## src/rtl/pc_pkg.sv

```systemverilog
// Shared types and constants for the program-counter / branch stage.
// Holds the FSM state enum, branch condition codes and the default branch target table.
package pc_pkg;

  typedef enum logic [1:0] {
    IDLE = 2'd0,
    RUN  = 2'd1,
    HALT = 2'd2
  } state_e;

  typedef enum logic [2:0] {
    COND_ALWAYS = 3'd0,
    COND_ZERO   = 3'd1,
    COND_NZERO  = 3'd2,
    COND_LT     = 3'd3,
    COND_NLT    = 3'd4,
    COND_CARRY  = 3'd5,
    COND_ADD    = 3'd6,
    COND_NEVER  = 3'd7
  } cond_e;

  localparam int LUT_DEPTH = 16;

  // Entries are 16 bits wide and truncated to the PC width at the lookup.
  localparam logic [15:0] BRANCH_TABLE [0:LUT_DEPTH-1] = '{
    16'd16,  16'd100, 16'd50,  16'd200,
    16'd37,  16'd1023, 16'd0,  16'd300,
    16'd512, 16'd12,  16'd700, 16'd999,
    16'd64,  16'd128, 16'd255, 16'd1000
  };

endpackage

```

## src/rtl/branch_lut.sv

```systemverilog
// Combinational 16-entry branch target ROM; maps the instruction's LUT index to a PC target.
// Contents come from the default table in pc_pkg.
module branch_lut
  import pc_pkg::*;
#(
  parameter int PC_W = 10
) (
  input  logic [3:0]      i_LutIdx,
  output logic [PC_W-1:0] o_Target
);

  logic [15:0] w_entry;

  always_comb begin
    w_entry  = BRANCH_TABLE[i_LutIdx];
    o_Target = PC_W'(w_entry);
  end

endmodule

```

## src/rtl/pc_branch_unit.sv

```systemverilog
// Program counter, branch resolution and run/halt sequencing.
// Optional taken-branch statistics counter enabled by defining PC_BRANCH_STATS_EN.
module pc_branch_unit
  import pc_pkg::*;
#(
  parameter int              PC_W       = 10,
  parameter logic [PC_W-1:0] START_ADDR = '0
) (
  input  logic            i_Clk,
  input  logic            i_Reset,
  input  logic            i_Start,
  input  logic            i_Halt,
  input  logic            i_Stall,
  input  logic            i_Branch,
  input  logic [2:0]      i_Cond,
  input  logic [3:0]      i_LutIdx,
  input  logic            i_Carry,
  input  logic            i_LessThan,
  input  logic            i_Zero,
  input  logic            i_AddFlag,
`ifdef PC_BRANCH_STATS_EN
  output logic [15:0]     o_TakenCount,
`endif
  output logic [PC_W-1:0] o_PC,
  output logic            o_Taken,
  output logic            o_Done
);

  state_e          r_state;
  state_e          w_nextState;
  logic [PC_W-1:0] r_pc;
  logic [PC_W-1:0] w_nextPc;
  logic            r_taken;
  logic            w_nextTaken;
  logic [PC_W-1:0] w_target;
  logic            w_condTrue;
  logic            w_enterRun;
  logic            w_setTaken;

  branch_lut #(.PC_W(PC_W)) u_lut (
    .i_LutIdx (i_LutIdx),
    .o_Target (w_target)
  );

  always_comb begin
    w_condTrue = 1'b0;
    case (cond_e'(i_Cond))
      COND_ALWAYS: w_condTrue = 1'b1;
      COND_ZERO:   w_condTrue = i_Zero;
      COND_NZERO:  w_condTrue = !i_Zero;
      COND_LT:     w_condTrue = i_LessThan;
      COND_NLT:    w_condTrue = !i_LessThan;
      COND_CARRY:  w_condTrue = i_Carry;
      COND_ADD:    w_condTrue = i_AddFlag;
      default:     w_condTrue = 1'b0;
    endcase
  end

  // Priority inside RUN: stall, then halt, then branch, then sequential step.
  always_comb begin
    w_nextState = r_state;
    w_nextPc    = r_pc;
    w_nextTaken = r_taken;
    w_enterRun  = 1'b0;
    w_setTaken  = 1'b0;
    case (r_state)
      IDLE, HALT: begin
        if (i_Start) begin
          w_nextState = RUN;
          w_nextPc    = START_ADDR;
          w_nextTaken = 1'b0;
          w_enterRun  = 1'b1;
        end
      end
      RUN: begin
        if (i_Stall) begin
          w_nextPc = r_pc;
        end else if (i_Halt) begin
          w_nextState = HALT;
          w_nextTaken = 1'b0;
        end else if (i_Branch && w_condTrue) begin
          w_nextPc    = w_target;
          w_nextTaken = 1'b1;
          w_setTaken  = 1'b1;
        end else begin
          w_nextPc    = r_pc + PC_W'(1);
          w_nextTaken = 1'b0;
        end
      end
      default: begin
        w_nextState = IDLE;
        w_nextPc    = START_ADDR;
        w_nextTaken = 1'b0;
      end
    endcase
  end

  always_ff @(posedge i_Clk or negedge i_Reset) begin
    if (!i_Reset) begin
      r_state <= IDLE;
      r_pc    <= START_ADDR;
      r_taken <= 1'b0;
    end else begin
      r_state <= w_nextState;
      r_pc    <= w_nextPc;
      r_taken <= w_nextTaken;
    end
  end

`ifdef PC_BRANCH_STATS_EN
  logic [15:0] r_takenCount;

  // Counts taken branches since the run began, sticking at all-ones.
  always_ff @(posedge i_Clk or negedge i_Reset) begin
    if (!i_Reset) begin
      r_takenCount <= '0;
    end else if (w_enterRun) begin
      r_takenCount <= '0;
    end else if (w_setTaken && (r_takenCount != 16'hFFFF)) begin
      r_takenCount <= r_takenCount + 16'd1;
    end
  end

  assign o_TakenCount = r_takenCount;
`endif

  assign o_PC    = r_pc;
  assign o_Taken = r_taken;
  assign o_Done  = (r_state == HALT);

endmodule
```

## config.mk

```make
export PLATFORM = sky130hd
export DESIGN_NAME = pc_branch_unit
export DESIGN_NICKNAME = d
export VERILOG_FILES = /design/src/rtl/pc_pkg.sv /design/src/rtl/branch_lut.sv /design/src/rtl/pc_branch_unit.sv
export SDC_FILE = /design/constraint.sdc
export NUM_CORES = 1
export LEC_CHECK = 0
export BUFFER_PORTS_ARGS = -buffer_cell sky130_fd_sc_hd__buf_2
export CAP_MARGIN = 5
export CORE_MARGIN = 4
export CORE_UTILIZATION = 44
export DETAILED_ROUTE_END_ITERATION = 16
export GPL_TIMING_DRIVEN = 0
export MAX_ROUTING_LAYER = met4
export PLACE_DENSITY = 0.68
export SLEW_MARGIN = 10
export SYNTH_ARGS = -nofsm -noshare
export SYNTH_HDL_FRONTEND = slang
export SYNTH_SLANG_ARGS = --single-unit
export TNS_END_PERCENT = 100
```

## constraint.sdc

```tcl
create_clock -name i_Clk -period 4.8 [get_ports i_Clk]
set_clock_uncertainty 0.1 [all_clocks]
set_input_delay 0.24 -clock i_Clk [delete_from_list [all_inputs] [get_ports i_Clk]]
set_output_delay 0.24 -clock i_Clk [all_outputs]
set_load 0.005 [all_outputs]
```

==> results.yml, run 1 <==
clock_network:
  cts_resized: 0
  cts_tree: "built"
  clk_pin_slew_worst_setup_hold_paths_ns: 0.08
  ctsLongestPathBuffers: 2
  clk_latency_ns: 0.29
  cts_buffers: 3
  cts.sink_count: 13
  postCtsSetupBuffers: 0
  cts_htree_levels: 1
  cts-hold-fix-buffers: 1
  cts-root-buf: "sky130_fd_sc_hd__clkbuf_4"
critical_path:
  path_class: "reg -> reg"
  critical_path_required_ns: 4.86
  crit_fanout: 5
  regToRegSetupSlack_ns: 3.03
  endpoint: "o_PC[8]$_DFFE_PN0P_"
  crit_arrival_ns: 1.82
  setup.worst_path.start: "o_PC[0]$_DFFE_PN0P_"
  reg2reg_from: "o_PC[0]$_DFFE_PN0P_"
  worst-r2r-cell-count: 5
  regToRegEndpoint: "o_PC[8]$_DFFE_PN0P_"
  crit_path_start_kind: "flip-flop"
  kind_of_end_point_of_the_critical_path: "flip-flop"
grt:
  antenna_found_initial: 0
  gr-usage-all-layers_pct: 18.4
  grt_pass1_vias: 1073
  grt_pass1_wl_um: 4740
  largest_net_degree_at_the_start_of_global_routing: 14
  grt-ovfl-total: 0
logic_synthesis:
  syn_avg_cell_area_um2: 8.25
  synthesis.yosys.warnings: 0
  instance_count_of_the_mapped_netlist: 138
  synth.yosys.seq_area_share_pct: 28.6
  synth-seq-cells: 13
  net_count_after_synthesis: 161
  synth_cell_type_count: 37
  post_synth_instance_area_mm2: 0.00114
timing:
  setup-tns-final_ns: 0
  layout_min_cycle_time_ns: 1.77
  hold-worst-slack_ns: 0.121
  timing_hold_violations_final: 0
  min_period_over_period_pct: 36.8
  worst_slew_pin_slew_ns: 0.472
  finalSetupViolations: 0
  max_slew_margin_pct: 68.5
  rsz0062_at_grt: "false"
  slew_viol_final: 0
  clock.fmax_mhz: 566
layout:
  layout.nets: 195
  area.growth.synth_to_final_pct: 18.8
  drive_above_1_share_pct: 24.6
  antenna-diode-count: 0
  fillerInstances: 245
routing:
  wire_per_inst_um: 14.6
  route.detailed.vias_per_inst: 5.71
  drt.antenna.violating_nets: 0
  finalWirelength_um: 2930
  drt_pre_antenna_iters: 4
  drt_first_iter_violations: 47
  detailroute.via_count: 1148
  drt_drc_violations_left: 0
die:
  dieWidth_um: 58.9
  floorplan.rows: 18
  start_util_pct: 46.0
  floorplan.io_pins: 29
  dieArea_mm2: 0.00347
  coreArea_mm2: 0.00248
  chipHeight_um: 58.9
placed_design:
  finalWeightedCongestion: 0.830
  place.detailed.hpwl_um: 2230
  numPortBuffers: 28
run_status:
  outcome: "finished clean"
pwr:
  total_leakage_power_nw: 0.680
  powerDensity_mw_per_mm2: 265
  ir_drop_uv: 161
run:
  cap_viol_max_count: 0
worst_hold_path:
  min-delay-path-class: "in -> reg"
==> cells by family (layout without fill, tap and decap cells) <==
group | count (synthesis) | after routing | share of synthesized area (%)
buf+inv | 21 | 54 | 7.58
compound gates | 40 | 40 | 22.5
simple gates | 44 | 44 | 20.1
fa+ha+maj | 6 | 6 | 6.59
flops | 13 | 13 | 28.6
mux | 14 | 14 | 14.6
==> per-stage QoR <==
step           setup WS, ns  util [%]  cell area (µm²)  instances  total power, mW
5_1_grt                2.86      54.6             1350        201            0.383
3_3_place_gp           2.82      53.1             1320        196            0.282
2_1_floorplan          3.07         -             1140        138            0.239
4_1_cts                3.04      54.6             1350        201            0.359
3_5_place_dp           2.76      53.1             1320        196            0.288
6_report               3.03      54.6             1350        201            0.359
==> layer usage <==
metal	part of all wire [%]	wire length (µm)	global-route usage, %
met1	44	1290	21.6
met2	49	1430	31.1
met3	5.4	157	1.54
met4	2.0	59	9.39
met5	0	0	-
==> cell usage in the layout, fill, tap and decap left out, drive strengths merged, types with 2 or more instances in the layout <==
cell    count
a21oi       7
a22oi       2
a31oi       6
buf        33
clkbuf      7
dfrtp      13
ha          6
inv        13
mux2i      11
mux4        2
nand2      12
nand3       4
nand4b      2
nor2       12
nor2b       5
o21ai       8
o22ai       8
or3         2
or4         2
==> state kept, by name, indices dropped and copies added (netlist names) <==
signal   count
o_PC        10
r_state      2
o_Taken      1
==> power by group <==
part           internal [mW]  switching (mW)
Clock                 0.0324          0.0391
Sequential             0.124          0.0166
Combinational         0.0657          0.0807
Total                  0.222           0.136
==> how the worst min path moves through the flow <==
| stage | to | slack, ns | cells after the start | start |
|---|---|---|---|---|
| 2_1_floorplan | o_PC[0]$_DFFE_PN0P_ | -0.16 | 0 | i_Reset |
| 3_3_place_gp | o_PC[7]$_DFFE_PN0P_ | 0.04 | 1 | i_Reset |
| 3_5_place_dp | o_PC[9]$_DFFE_PN0P_ | 0.05 | 1 | i_Reset |
| 4_1_cts | r_state[0]$_DFFE_PN0P_ | 0.12 | 2 | i_Start |
| 5_1_grt | r_state[0]$_DFFE_PN0P_ | 0.12 | 2 | i_Start |
| 6_report | r_state[0]$_DFFE_PN0P_ | 0.12 | 2 | i_Start |
==> critical path, stage by stage, from the launching register on <==
cell and delay, ns:
sky130_fd_sc_hd__dfrtp_1 0.43, sky130_fd_sc_hd__ha_1 0.21, sky130_fd_sc_hd__nand3_1 0.15, sky130_fd_sc_hd__or4_1 0.46
sky130_fd_sc_hd__a31oi_1 0.20, sky130_fd_sc_hd__o22ai_1 0.10
==> synth_stat cells, drive strengths merged <==
| library cell | n | share of area, % |
|---|---|---|
| or2 | 1 | 0.55 |
| inv | 13 | 4.3 |
| nor2 | 12 | 4.0 |
| a2bb2oi | 1 | 0.77 |
| a21o | 1 | 0.66 |
| mux4 | 2 | 4.0 |
| or3 | 2 | 1.1 |
| a311oi | 1 | 0.77 |
| buf | 5 | 2.3 |
| and2b | 1 | 0.66 |
| nor2b | 5 | 2.7 |
| nor4 | 1 | 1.1 |
| a22oi | 2 | 1.3 |
| or4 | 2 | 1.6 |
| o21ai | 8 | 3.5 |
| a22o | 1 | 0.77 |
| o22a | 1 | 0.77 |
| o2111ai | 1 | 0.77 |
| clkbuf | 3 | 0.99 |
| and2 | 1 | 0.55 |
| o21a | 1 | 0.66 |
| nand2b | 1 | 0.55 |
| nand4b | 2 | 1.5 |
| a31oi | 6 | 3.3 |
| o31ai | 1 | 1.1 |
| o22ai | 8 | 4.4 |
| dfrtp | 13 | 29 |
| nand2 | 12 | 4.0 |
| mux2 | 1 | 0.99 |
| a21oi | 7 | 3.1 |
| mux2i | 11 | 9.7 |
| a211oi | 1 | 0.66 |
| ha | 6 | 6.6 |
| nand3 | 4 | 1.8 |
==> cell type report <==
| class | count | area, µm² | area share (%) |
|---|---|---|---|
| plain buffers | 8 | 37.5 | 2.78 |
| clock buffers | 4 | 26.3 | 1.94 |
| inverters | 13 | 48.8 | 3.61 |
| multi-input cells | 104 | 727 | 53.7 |
| flip-flops and latches | 13 | 325 | 24.1 |
| well taps | 30 | 37.5 | 2.78 |
| repair buffers | 29 | 150 | 11.1 |
Note: power is estimated with default switching activity, not from simulation.
==> run 2: changes to the inputs <==
Settings changed: PLACE_DENSITY 0.68 to 0.71.
Clock period 4.8 ns to 1.54 ns, I/O delays scaled along.
==> run 2 against run 1 <==
Compared with the run above:
- the run now ends with negative setup slack left
- cell area grew 16%
- register-to-register slack lost 3.1 ns
- non-clock buffer count grew 16
- combinational power grew to 4.3 times the previous value
- sequential share of layout area shrank 3.4 points
- die area is the same
- clock-buffer cell count is the same
==> results.yml, run 2 (synthesis gave the netlist of run 1 again) <==
critical_path:
  crit_fanout: 4
  path_class: "reg -> reg"
  crit_path_start_kind: "flip-flop"
  crit_arrival_ns: 1.69
  cpMaxStageDelayCell: "sky130_fd_sc_hd__or4_4"
  regToRegSetupSlack_ns: -0.10
  crit_path_max_incr_delay_ns: 0.47
  cell_breakdown_of_the_critical_path: "buf_6, nand3_4, or4_4, o2111ai_2, nand3_1"
  regToRegEndpoint: "o_PC[9]$_DFFE_PN0P_"
  worst-r2r-cell-count: 5
  reg2reg_from: "o_PC[0]$_DFFE_PN0P_"
  kind_of_end_point_of_the_critical_path: "flip-flop"
  setup.worst_path.start: "o_PC[0]$_DFFE_PN0P_"
  critical_path_required_ns: 1.59
  worst-path-buf-inv: 1
  worst_path_dominant_cell_family: "simple AND/OR/NAND/NOR gates"
layout:
  area.growth.synth_to_final_pct: 38.1
  layout_commonest_cell: "sky130_fd_sc_hd__buf_2"
  layout.cells.non_filler: 217
  largest_reg_flops: 10
  antenna-diode-count: 0
  layout_common_cells: "sky130_fd_sc_hd__buf_2 (31), sky130_fd_sc_hd__buf_4 (18), sky130_fd_sc_hd__inv_1 (13), sky130_fd_sc_hd__dfrtp_1 (13), sky130_fd_sc_hd__nand2_1 (12)"
  layout.nets: 211
  drive_above_1_share_pct: 37.4
routing:
  drt.antenna.violating_nets: 0
  wire_per_inst_um: 15.5
  drt_pre_antenna_iters: 4
  met3WireLength_um: 202
  routedLengthMet1_um: 1410
  finalWirelength_um: 3370
  met2WireLength_um: 1680
  detailroute.via_count: 1244
  highest_metal_layer_used_by_the_detailed_router: "met4"
  drt_first_iter_violations: 50
  route.detailed.vias_per_inst: 5.73
  drt_drc_violations_left: 0
clock_network:
  clk_latency_ns: 0.28
  cts_htree_levels: 1
  cts.sink_count: 13
  clk_pin_slew_worst_setup_hold_paths_ns: 0.09
  ctsLongestPathBuffers: 2
  cts_buffers: 3
  cts_tree: "built"
  cts-root-buf: "sky130_fd_sc_hd__clkbuf_4"
pwr:
  internal_uw: 808
  p_comb_share_pct: 48.8
  total_leakage_power_nw: 0.777
  ir_drop_uv: 675
  power.clock.fraction_pct: 16.8
  power_frac_seq_pct: 34.4
  power_switching_share_pct: 37.6
  p_sw_uw: 488
  powerDensity_mw_per_mm2: 824
die:
  start_util_pct: 46.0
  dieArea_mm2: 0.00347
  coreArea_mm2: 0.00248
  floorplan.io_pins: 29
  floorplan.rows: 18
  dieWidth_um: 58.9
  chipHeight_um: 58.9
grt:
  antenna_found_initial: 0
  grt-ovfl-total: 0
  gr-usage-all-layers_pct: 19.5
  grt_pass1_wl_um: 5180
  grt_pass1_vias: 1201
  largest_net_degree_at_the_start_of_global_routing: 14
run:
  cap_viol_max_count: 0
run_status:
  outcome: "finished with violations"
  violations_in_the_final_reports: "negative setup slack"
timing:
  clock.fmax_mhz: 609
  worst_slew_pin_slew_ns: 0.417
  rsz0062_at_grt: "true"
  timing_hold_violations_final: 0
  min_period_over_period_pct: 107
  layout_setup_ws_ns: -0.101
  max_slew_margin_pct: 72.2
  layout_min_cycle_time_ns: 1.64
  hold-worst-slack_ns: 0.0756
  slew_viol_final: 0
  finalSetupViolations: 4
worst_hold_path:
  min-delay-start: "i_Stall"
  min-delay-path-class: "in -> reg"
  hold_path_depth: 3
  min_delay_worst_endpoint: "o_Taken$_DFFE_PN0P_"
placed_design:
  place.detailed.instances: 196
  detailedPlace.worstSlack_ns: -0.233
  finalWeightedCongestion: 0.916
  place.detailed.hpwl_um: 2230
  numPortBuffers: 28
## run 2: tightest hold or removal path, delay by kind of cell
family | cells | cell delay, ns
buffers and inverters | 1 | 0.11
AOI/OAI and AO/OA | 2 | 0.22
## run 2: layer usage
metal	global-route usage, %	up-vias
li1	-	603
met1	23.2	575
met2	33.6	55
met3	2.41	11
met4	6.80	0
met5	-	-
## run 2: layout make-up
class | count | area [µm²]
multi-input cells | 104 | 810
clock buffers | 4 | 26.3
flip-flops and latches | 13 | 325
fillers | 227 | 905
repair buffers | 47 | 289
well taps | 30 | 37.5
plain buffers | 6 | 36.3
inverters | 13 | 48.8
## run 2: through the flow
stage | util (%) | setup TNS (ns) | area [µm²] | total power [mW]
4_1_cts | 59.0 | -0.0941 | 1460 | 1.15
3_5_place_dp | 53.3 | -1.01 | 1320 | 0.895
3_3_place_gp | 53.3 | -0.667 | 1320 | 0.875
2_1_floorplan | - | -0.0664 | 1140 | 0.746
6_report | 63.5 | -0.303 | 1570 | 1.30
5_1_grt | 63.5 | -0.636 | 1570 | 1.38
## run 2: worst max path at each step
stage / endpoint / slack [ns] / cells past startpoint
after floorplan: o_PC[9]$_DFFE_PN0P_ / -0.03 / 5
after global placement: o_PC[3]$_DFFE_PN0P_ / -0.16 / 7
after detailed placement: o_PC[3]$_DFFE_PN0P_ / -0.23 / 7
after CTS: o_PC[8]$_DFFE_PN0P_ / -0.04 / 6
after global routing: o_PC[8]$_DFFE_PN0P_ / -0.16 / 6
final: o_PC[9]$_DFFE_PN0P_ / -0.10 / 5
## run 2: power by group through the flow
stage               Sequential [mW]  Combinational [mW]  Clock (mW)
finish                        0.446               0.632       0.217
global route                  0.452               0.691       0.234
CTS                           0.434               0.508       0.212
detailed placement            0.444               0.450           0
global placement              0.441               0.435           0
floorplan                     0.435               0.311           0
## run 2: timing repair
action,4_1_cts,5_1_grt
pin swaps,8,5
resized for setup,6,17
setup endpoints to repair,8,11
setup buffers,10,6
hold endpoints to repair,14,0
gates cloned,0,1
hold buffers,2,0
==> run 3: changes to the inputs <==
Settings changed: CORE_ASPECT_RATIO from default to 0.5, CORE_UTILIZATION 44 to 30, PLACE_DENSITY 0.71 to default.
==> run 3 against run 2 <==
Compared with the run above:
- the flow still finishes with violations (negative setup slack)
- via count down 7.9%
- clock power up 42%
- utilization decreased by 21 points
- sequential power decreased by 3%
==> results.yml, run 3 (synthesis gave the netlist of run 1 again) <==
clock_network:
  cts_tree: "built"
  clk_pin_slew_worst_setup_hold_paths_ns: 0.06
  cts_htree_levels: 1
  cts-root-buf: "sky130_fd_sc_hd__clkbuf_8"
  ctsLongestPathBuffers: 2
  cts_buffers: 3
  clk_latency_ns: 0.24
  cts.sink_count: 13
layout:
  layout_commonest_cell: "sky130_fd_sc_hd__buf_2"
  area.growth.synth_to_final_pct: 31.4
  layout.nets: 203
  layout.area.seq_um2: 325
  layout_common_cells: "sky130_fd_sc_hd__buf_2 (30), sky130_fd_sc_hd__inv_1 (13), sky130_fd_sc_hd__dfrtp_1 (13)"
  multi_input_area_um2: 752
  fillerInstances: 354
  drive_above_1_share_pct: 32.4
  final_design_area_no_fill_mm2: 0.00150
  antenna-diode-count: 0
  largest_reg_flops: 10
run_status:
  violations_in_the_final_reports: "negative setup slack"
  outcome: "finished with violations"
routing:
  finalWirelength_um: 2950
  drt_drc_violations_left: 0
  wire_per_inst_um: 12.8
  route.detailed.vias_per_inst: 4.98
  drt_pre_antenna_iters: 4
  drt.antenna.violating_nets: 0
  drt_first_iter_violations: 64
  detailroute.via_count: 1146
critical_path:
  crit_path_max_incr_delay_ns: 0.44
  kind_of_end_point_of_the_critical_path: "flip-flop"
  worst-r2r-cell-count: 6
  cell_breakdown_of_the_critical_path: "ha_2, nand3_2, or4_4, nor2_1, mux2i_1, o22ai_1"
  crit_fanout: 4
  reg2reg_from: "o_PC[0]$_DFFE_PN0P_"
  crit_arrival_ns: 1.66
  regToRegEndpoint: "o_PC[8]$_DFFE_PN0P_"
  critical_path_required_ns: 1.60
  regToRegSetupSlack_ns: -0.05
  path_class: "reg -> reg"
  cpMaxStageDelayCell: "sky130_fd_sc_hd__or4_4"
  crit_path_start_kind: "flip-flop"
die:
  coreArea_mm2: 0.00355
  floorplan.io_pins: 29
  chipHeight_um: 51.6
  start_util_pct: 32.1
  dieArea_mm2: 0.00490
  dieWidth_um: 95.1
  floorplan.rows: 15
pwr:
  internal_uw: 821
  p_comb_share_pct: 41.1
  power_frac_seq_pct: 34.4
  powerDensity_mw_per_mm2: 840
  power_switching_share_pct: 34.6
  total_leakage_power_nw: 0.739
  p_sw_uw: 435
  power.clock.fraction_pct: 24.5
  ir_drop_uv: 287
grt:
  grt_pass1_wl_um: 4750
  largest_net_degree_at_the_start_of_global_routing: 14
  antenna_found_initial: 0
  grt_pass1_vias: 1028
  gr-usage-all-layers_pct: 12.7
  grt-ovfl-total: 0
worst_hold_path:
  min-delay-path-class: "in -> reg"
  min-delay-start: "i_Stall"
  hold_path_depth: 3
  min_delay_worst_endpoint: "r_state[1]$_DFFE_PN0P_"
timing:
  clock.fmax_mhz: 627
  rsz0062_at_grt: "true"
  timing_hold_violations_final: 0
  max_slew_margin_pct: 72.0
  finalSetupViolations: 2
  layout_setup_ws_ns: -0.0549
  slew_viol_final: 0
  layout_min_cycle_time_ns: 1.59
  min_period_over_period_pct: 104
  worst_slew_pin_slew_ns: 0.420
placed_design:
  placed_cell_area_mm2: 0.00135
  detailedPlace.worstSlack_ns: -0.199
  numPortBuffers: 28
  finalWeightedCongestion: 0.832
  place.detailed.hpwl_um: 2200
run:
  cap_viol_max_count: 0
==> run 3: cell types whose count changed in the layout (fill, tap and decap cells not counted), sizes merged <==
cell    before  now
buf         50   40
clkbuf       5    7
==> run 3: worst max-delay path by stage <==
stage | startpoint | end | slack (ns)
finish | o_PC[0]$_DFFE_PN0P_ | o_PC[8]$_DFFE_PN0P_ | -0.05
global route | o_PC[1]$_DFFE_PN0P_ | o_PC[8]$_DFFE_PN0P_ | -0.14
CTS | o_PC[0]$_DFFE_PN0P_ | o_PC[8]$_DFFE_PN0P_ | -0.03
detailed placement | i_LutIdx[0] | o_PC[3]$_DFFE_PN0P_ | -0.20
global placement | i_LutIdx[0] | o_PC[3]$_DFFE_PN0P_ | -0.18
floorplan | o_PC[0]$_DFFE_PN0P_ | o_PC[9]$_DFFE_PN0P_ | -0.03
==> run 3: layout make-up <==
class | count | area share [%]
multi-input combinational | 104 | 50.3
sequential | 13 | 21.7
timing repair buffer | 38 | 14.7
tap | 51 | 4.26
inverter | 13 | 3.26
clock buffer | 4 | 3.01
buffer | 7 | 2.76
==> run 3: critical path: cells and delay by family, from the launching register on <==
| family | cells | cell delay (ns) |
|---|---|---|
| simple gates | 3 | 0.64 |
| flops | 1 | 0.36 |
| fa+ha+maj | 1 | 0.21 |
| compound gates | 1 | 0.12 |
| mux | 1 | 0.08 |
==> run 3: repair_timing <==
item	4_1_cts	5_1_grt
pin swaps	6	0
gates resized for setup	5	5
setup buffers	8	0
endpoints found under the hold margin	14	0
endpoints found under the setup margin	8	8
hold buffers	2	0
==> run 3: through the flow <==
step	power [mW]	cells	TNS (ns)	util, %	hold slack (ns)
floorplan	0.746	138	-0.0664	-	-0.319
finish	1.26	230	-0.0574	42.2	0.123
CTS	1.26	230	-0.0280	41.9	0.127
global route	1.35	230	-0.457	42.2	0.146
detailed placement	0.897	217	-0.976	38.0	-0.114
global placement	0.885	217	-0.712	38.0	-0.117
==> run 3: layer usage <==
layer | GRT usage, % | wire length (µm) | up-vias | share of wire (%)
li1 | - | - | 583 | -
met1 | 18.0 | 1520 | 541 | 51
met2 | 18.7 | 1300 | 17 | 44
met3 | 1.59 | 97 | 5 | 3.3
met4 | 4.31 | 38 | 0 | 1.3
met5 | - | 0 | - | 0
==> run 3: power groups by stage <==
stage,Clock (mW),Sequential (mW),Combinational (mW)
after floorplan,0,0.435,0.311
after global placement,0,0.441,0.445
after detailed placement,0,0.444,0.453
after CTS,0.317,0.429,0.512
after global routing,0.344,0.438,0.572
final,0.308,0.432,0.517
